<file path="src/rtl/mdu_pkg.sv">
// Shared types and helpers for the iterative RV32M multiply/divide unit.
//   md_op_e     : RV32M funct3 operation encoding
//   mdu_state_e : control FSM states
//   is_div / is_rem / signed_a / signed_b : operation decode helpers
package mdu_pkg;

  typedef enum logic [2:0] {
    OP_MUL    = 3'b000,
    OP_MULH   = 3'b001,
    OP_MULHSU = 3'b010,
    OP_MULHU  = 3'b011,
    OP_DIV    = 3'b100,
    OP_DIVU   = 3'b101,
    OP_REM    = 3'b110,
    OP_REMU   = 3'b111
  } md_op_e;

  typedef enum logic [1:0] {
    IDLE = 2'd0,
    CALC = 2'd1,
    FIX  = 2'd2
  } mdu_state_e;

  function automatic logic is_div(input md_op_e op);
    return op[2];
  endfunction

  function automatic logic is_rem(input md_op_e op);
    return op[2] & op[1];
  endfunction

  // rs1 is treated as signed by MULH, MULHSU, DIV and REM
  function automatic logic signed_a(input md_op_e op);
    return (op == OP_MULH) || (op == OP_MULHSU) || (op == OP_DIV) || (op == OP_REM);
  endfunction

  // rs2 is treated as signed by MULH, DIV and REM
  function automatic logic signed_b(input md_op_e op);
    return (op == OP_MULH) || (op == OP_DIV) || (op == OP_REM);
  endfunction

endpackage

</file>
<file path="src/rtl/adder.sv">
// Ripple-free behavioural WIDTH-bit adder with carry in/out.
// The single arithmetic element of the multiply/divide unit.
//   a, b : addends
//   cin  : carry in (set with an inverted b to subtract / negate)
//   sum  : low WIDTH bits of a + b + cin
//   cout : carry out (1 = no borrow when subtracting)
module adder #(
  parameter int WIDTH = 32
) (
  input  logic [WIDTH-1:0] a,
  input  logic [WIDTH-1:0] b,
  input  logic             cin,
  output logic [WIDTH-1:0] sum,
  output logic             cout
);

  assign {cout, sum} = {1'b0, a} + {1'b0, b} + {{WIDTH{1'b0}}, cin};

endmodule

</file>
<file path="src/rtl/mul_div_unit.sv">
// Iterative RV32M multiply/divide unit (radix-2 shift-add multiply,
// restoring divide). One operation at a time through a start/busy
// handshake; fixed latency of WIDTH+1 edges from accept to done.
// All arithmetic goes through one time-shared adder instance.
//   clk, rst : clock, synchronous active-high reset
//   start    : request, accepted when busy=0 and flush=0
//   op       : RV32M funct3 operation
//   a, b     : rs1 / rs2 operands
//   flush    : abort any in-flight operation (no done, result kept)
//   busy     : operation in flight
//   done     : one-cycle pulse, result valid
//   result   : result, held until the next done
module mul_div_unit
  import mdu_pkg::*;
#(
  parameter int WIDTH = 32
) (
  input  logic             clk,
  input  logic             rst,
  input  logic             start,
  input  logic [2:0]       op,
  input  logic [WIDTH-1:0] a,
  input  logic [WIDTH-1:0] b,
  input  logic             flush,
  output logic             busy,
  output logic             done,
  output logic [WIDTH-1:0] result
);

  localparam int CNT_W = $clog2(WIDTH + 1);
  localparam logic [WIDTH-1:0] MIN_NEG = {1'b1, {(WIDTH-1){1'b0}}};

  mdu_state_e       state, state_nxt;
  logic [CNT_W-1:0] cnt;
  md_op_e           op_in, op_q;
  logic             accept;
  logic             sign_a, sign_b, div_zero, div_ovf, seen_one;
  logic [WIDTH-1:0] hi, lo, opnd;
  logic [WIDTH-1:0] shifted, a_mag;
  logic             div_ok, mul_bit;
  logic [WIDTH-1:0] add_a, add_b, add_sum;
  logic             add_cin, add_cout;
  logic [WIDTH-1:0] fix_val, fix_out;
  logic             fix_neg, fix_cin;

  // Divide-by-zero and signed-overflow results replace the computed value.
  // REM/REMU by zero need no override: with a zero divisor every trial
  // subtract commits unchanged, so the remainder already equals a.
  function automatic logic [WIDTH-1:0] special_result(
    input md_op_e           o,
    input logic             dz,
    input logic             ovf,
    input logic [WIDTH-1:0] val
  );
    if (dz && !is_rem(o)) return '1;
    if (ovf) return is_rem(o) ? '0 : MIN_NEG;
    return val;
  endfunction

  assign op_in  = md_op_e'(op);
  assign accept = (state == IDLE) && start && !flush;

  always_ff @(posedge clk) begin
    if (rst) state <= IDLE;
    else     state <= state_nxt;
  end

  always_comb begin
    state_nxt = state;
    busy      = (state != IDLE);
    if (flush) begin
      state_nxt = IDLE;
    end else begin
      case (state)
        IDLE:    if (start) state_nxt = CALC;
        CALC:    if (cnt == CNT_W'(1)) state_nxt = FIX;
        FIX:     state_nxt = IDLE;
        default: state_nxt = IDLE;
      endcase
    end
  end

  adder #(.WIDTH(WIDTH)) u_adder (
    .a    (add_a),
    .b    (add_b),
    .cin  (add_cin),
    .sum  (add_sum),
    .cout (add_cout)
  );

  // Partial remainder shifted left with the next dividend bit. Its lost MSB
  // makes it exceed any WIDTH-bit divisor, so the trial subtract succeeds.
  assign shifted = {hi[WIDTH-2:0], lo[WIDTH-1]};
  assign div_ok  = add_cout | hi[WIDTH-1];

  // A negative multiplier is negated serially, LSB first: bits are copied up
  // to and including the first 1, and inverted after it.
  assign mul_bit = lo[0] ^ (sign_b & seen_one);

  // In IDLE the adder negates the incoming a.
  assign a_mag = (signed_a(op_in) && a[WIDTH-1]) ? add_sum : a;

  always_comb begin
    fix_val = hi;
    fix_neg = sign_a ^ sign_b;
    fix_cin = 1'b1;
    case (op_q)
      OP_MUL, OP_DIV, OP_DIVU:      fix_val = lo;
      // high word of a negated 2*WIDTH product: carry in only if low word is 0
      OP_MULH, OP_MULHSU, OP_MULHU: fix_cin = (lo == '0);
      OP_REM, OP_REMU:              fix_neg = sign_a;
      default: ;
    endcase
  end

  always_comb begin
    add_a   = '0;
    add_b   = ~a;
    add_cin = 1'b1;
    case (state)
      CALC: begin
        if (is_div(op_q)) begin
          // signed divisor is kept raw: rem + b equals rem - |b| when b < 0
          add_a   = shifted;
          add_b   = sign_b ? opnd : ~opnd;
          add_cin = ~sign_b;
        end else begin
          add_a   = hi;
          add_b   = opnd;
          add_cin = 1'b0;
        end
      end
      FIX: begin
        add_a   = '0;
        add_b   = ~fix_val;
        add_cin = fix_cin;
      end
      default: ;
    endcase
  end

  assign fix_out = special_result(op_q, div_zero, div_ovf, fix_neg ? add_sum : fix_val);

  // Accept: capture operands as magnitudes
  always_ff @(posedge clk) begin
    if (accept) begin
      op_q     <= op_in;
      sign_a   <= signed_a(op_in) & a[WIDTH-1];
      sign_b   <= signed_b(op_in) & b[WIDTH-1];
      div_zero <= is_div(op_in) && (b == '0);
      div_ovf  <= ((op_in == OP_DIV) || (op_in == OP_REM)) && (a == MIN_NEG) && (b == '1);
      seen_one <= 1'b0;
      hi       <= '0;
      if (is_div(op_in)) begin
        lo   <= a_mag;
        opnd <= b;
      end else begin
        lo   <= b;
        opnd <= a_mag;
      end
    // Iterate: one multiplier bit or one quotient bit per cycle
    end else if (state == CALC) begin
      if (is_div(op_q)) begin
        hi <= div_ok ? add_sum : shifted;
        lo <= {lo[WIDTH-2:0], div_ok};
      end else begin
        seen_one <= seen_one | lo[0];
        if (mul_bit) {hi, lo} <= {add_cout, add_sum, lo[WIDTH-1:1]};
        else         {hi, lo} <= {1'b0, hi, lo[WIDTH-1:1]};
      end
    end
  end

  // Sign fix and result publication
  always_ff @(posedge clk) begin
    if (rst) begin
      cnt    <= '0;
      done   <= 1'b0;
      result <= '0;
    end else begin
      done <= 1'b0;
      if (flush)              cnt <= '0;
      else if (accept)        cnt <= CNT_W'(WIDTH);
      else if (state == CALC) cnt <= cnt - CNT_W'(1);
      if ((state == FIX) && !flush) begin
        done   <= 1'b1;
        result <= fix_out;
      end
    end
  end

endmodule

</file>
<file path="config.mk">
export PLATFORM = sky130hd
export DESIGN_NAME = mul_div_unit
export DESIGN_NICKNAME = d
export VERILOG_FILES = /design/src/rtl/mdu_pkg.sv /design/src/rtl/adder.sv /design/src/rtl/mul_div_unit.sv
export SDC_FILE = /design/constraint.sdc
export NUM_CORES = 1
export LEC_CHECK = 0
export ABC_AREA = 0
export BUFFER_PORTS_ARGS = -buffer_cell sky130_fd_sc_hd__buf_2
export CELL_PAD_IN_SITES_DETAIL_PLACEMENT = 0
export CELL_PAD_IN_SITES_GLOBAL_PLACEMENT = 2
export CORE_ASPECT_RATIO = 0.7
export CORE_MARGIN = 1
export CORE_UTILIZATION = 38
export CTS_BUF_LIST = sky130_fd_sc_hd__clkbuf_2
export CTS_CLUSTER_SIZE = 24
export DETAILED_ROUTE_END_ITERATION = 12
export GPL_TIMING_DRIVEN = 0
export HOLD_SLACK_MARGIN = 0.15
export PLACE_DENSITY = 0.95
export SKIP_CTS_REPAIR_TIMING = 1
export SLEW_MARGIN = 15
export SYNTH_ARGS = -nofsm -noshare
export SYNTH_HDL_FRONTEND = slang
export SYNTH_SLANG_ARGS = --single-unit
</file>
<file path="constraint.sdc">
create_clock -name clk -period 5.55 [get_ports clk]
set_input_delay 0.8325 -clock clk [delete_from_list [all_inputs] [get_ports clk]]
set_output_delay 0.8325 -clock clk [all_outputs]
set_load 0.01 [all_outputs]
</file>
==> impl_metrics.ini <==
[placement]
place.gp.congestion = 1.02
hpwl_mm = 44.2
pre_cts_slack_ns = -1.12
io_buffers = 103

[sta]
worst_slew_pin_slew_ns = 1.05
final-setup-viol-count = 0
fin_crit_sh_pct = 98.4
tns_ns = 0
timing.final.ws_setup_ns = 0.0900
maxSlewHeadroom_pct = 30.1
slew_viol_final = 0
final_hold_viol_count = 0
fin_skew_ns = 0.0581
fmax_ghz = 0.183
fin_crit_ns = 5.46

[floorplanning]
die_h_um = 150
dieArea_um2 = 31800
rows = 53
ios = 105
initial_core_util_pct = 39.0
fp.dieW_um = 213
core_um2 = 30300

[setup_path]
reg2reg_slack_ns = 0.09
critPathMaxStageDelay_ns = 0.60
cp_max_fo = 10
end_kind = flop
arrival_ns = 6.22
start_kind = flop
crit_required_ns = 6.31
worstPathCellList = buf_2, clkbuf_2, clkbuf_2, nor2_1, o21ai_0, a21oi_1, fa_1, nor2b_1, o211ai_1, a21o_1, and2_1, o21ai_0, a31oi_1, xnor2_1, a21oi_2, a2111oi_0
crit_slowest_cell = xnor2_1
ff2ff_path_depth = 16
r2r-end = result[23]
worstSetupPathType = reg2reg
timing.rr.start = op_q[2]

[detailed_routing]
drtPass1Iterations = 5
viasPerCell = 6.50
vias = 13100
drt-initial-drc-count = 1964
drt-wirelength-per-cell_um = 27.6
antenna_left = 0
routed_wl_mm = 55.6
drc = 0

[grt]
antenna_found_initial = 3
grt_max_degree = 33
grt_pass1_wl_mm = 79.9
grt_usage_pct = 35.1
grt_use_met1_pct = 51.2
met2_usage_pct = 48.2
overflow = 0
grt_use_met3_pct = 9.51
busiest_layer = met1
grt_pass1_vias = 11600

[logic_synthesis]
synth_ff_type = dfxtp_1
syn-mean-instance-area_um2 = 8.10
syn_area_um2 = 11800
yosysUniqueCellTypes = 73
synth_xor_area_share_pct = 5.04
synth_edf_count = 71
synth_fp_nets = 1569
synth_compound_area_share_pct = 26.5
synth-simple-area-share_pct = 18.1
synthCells = 1459
synth-seq-area-share_pct = 30.6
synth-seq-cells = 145
synthMuxAreaShare_pct = 11.3
yosysWarningCount = 0
async_reset_ff_share_pct = 0
synth_top_family_by_area = compound AO/OA/AOI/OAI gates
synth_fa_ha_area_share_pct = 4.25

[clocking]
htreeDepth = 4
root_buffer = clkbuf_2
cts_buffers = 17
cts_tree = yes
numClockSinks = 145
clk_pin_slew_ns = 0.22
clk_latency_ns = 0.89
ctsLongestPathBuffers = 2

[cells_and_area]
area_delta_synth_final_pct = 11.9
layout_common_cells = nor2_1 (164), nand2_1 (156), a21oi_1 (117), buf_2 (112), o21ai_0 (104)
finalNetCount = 1697
drive_above_1_share_pct = 14.7
final_common_cell = nor2_1

[worst_hold_path]
min_delay_worst_endpoint = state[0]
hp-start = flush
hold_depth = 2
hold_path_class = in2reg

[run_status]
status = completed

[power_and_ir_drop]
cellLeakagePower_uw = 0.00503
ir_worst_vdd_uv = 144
power.total_uw = 3000
power.density_nw_per_um2 = 227

[flow_run]
cap_violations = 0
per-stage QoR:
step           utilization (%)  hold WS [ns]  std cells  area, um^2
4_1_cts                   43.1         0.101       2008       13100
5_1_grt                   43.6         0.156       2014       13200
2_1_floorplan                -         0.437       1459       11800
3_5_place_dp              42.5         0.461       1976       12900
6_report                  43.6         0.170       2015       13200
3_3_place_gp              42.4         0.449       1974       12900
power breakdown:
part	switching, uW	internal, uW
clock	462	123
sequential	116	1220
combinational	739	344
total	1320	1680
per-layer routing:
metal  up-vias  wire length, um
met5         -               14
met4         2             2030
met3       129             7110
met2       923            21800
met1      6314            24600
li1       5726                -
flip-flops by register name, summed over array words and instances, names as in the netlist, 2 cells and up:
name and cells:
hi 32, result 32, cnt 6, lo 32, op_q 3, state 2, opnd 32
cell type report:
type,instances,area [um^2]
fill,3195,17100
multi-input combinational,1186,7800
sequential,145,3610
timing repair buffer,110,581
tap,412,515
buffer,109,454
clock buffer,19,95.1
clock inverter,13,85.1
inverter,18,67.6
antenna,3,7.51
cell usage after synthesis (all sizes together), types with 5 or more instances:
master	number	share of area (%)
edfxtp	71	18
mux2i	98	8.3
a21o	16	1.0
a211o	5	0.37
nand2	157	5.0
inv	15	0.48
a221oi	34	2.5
o22ai	7	0.37
and2	6	0.32
ha	37	3.9
nor2	165	5.3
a32o	6	0.51
or3	5	0.26
nand2b	8	0.42
xnor2	53	3.9
and3	10	0.53
nor4	27	1.4
xor2	15	1.1
nor2b	21	1.1
mux2	32	3.0
nand3	28	1.2
o21ai	109	4.6
o211ai	31	2.0
a211oi	53	3.5
o21a	21	1.3
buf	15	0.59
a21boi	5	0.32
dfxtp	74	13
a31oi	20	1.2
nor3	18	0.76
a2111oi	5	0.53
nand4	17	0.90
a21oi	121	5.2
or2	7	0.37
clkbuf	95	3.0
logic make-up (layout without fill, tap and decap cells):
group                      after synthesis  count (layout)
xor gates and xnor gates                68              68
AOI/OAI and AO/OA                      473             473
DFF                                    145             145
adders and majority gates               39              39
buffers and inverters                  128             269
and+or+nand+nor                        476             476
muxes                                  130             130
other                                    0               3
worst max-delay path: cells and delay by family, from the launching register on:
| kind | cells | cell delay (ns) |
|---|---|---|
| XOR/XNOR | 1 | 0.60 |
| AND/OR/NAND/NOR | 3 | 0.51 |
| buffers and inverters | 3 | 1.09 |
| AO/OA/AOI/OAI | 8 | 2.22 |
| flip-flops | 1 | 0.36 |
| adder cells (fa/ha/maj) | 1 | 0.57 |
how the worst max path moves through the flow:
| stage | startpoint | to | slack (ns) |
|---|---|---|---|
| 2_1_floorplan | op_q[2] | hi[25] | 0.56 |
| 3_3_place_gp | op_q[2] | hi[25] | -1.20 |
| 3_5_place_dp | op_q[2] | hi[2] | -1.12 |
| 4_1_cts | op_q[2] | hi[2] | -1.14 |
| 5_1_grt | op_q[2] | lo[16] | -0.01 |
| 6_report | op_q[2] | result[23] | 0.09 |
(Power assumes the default switching activity.)
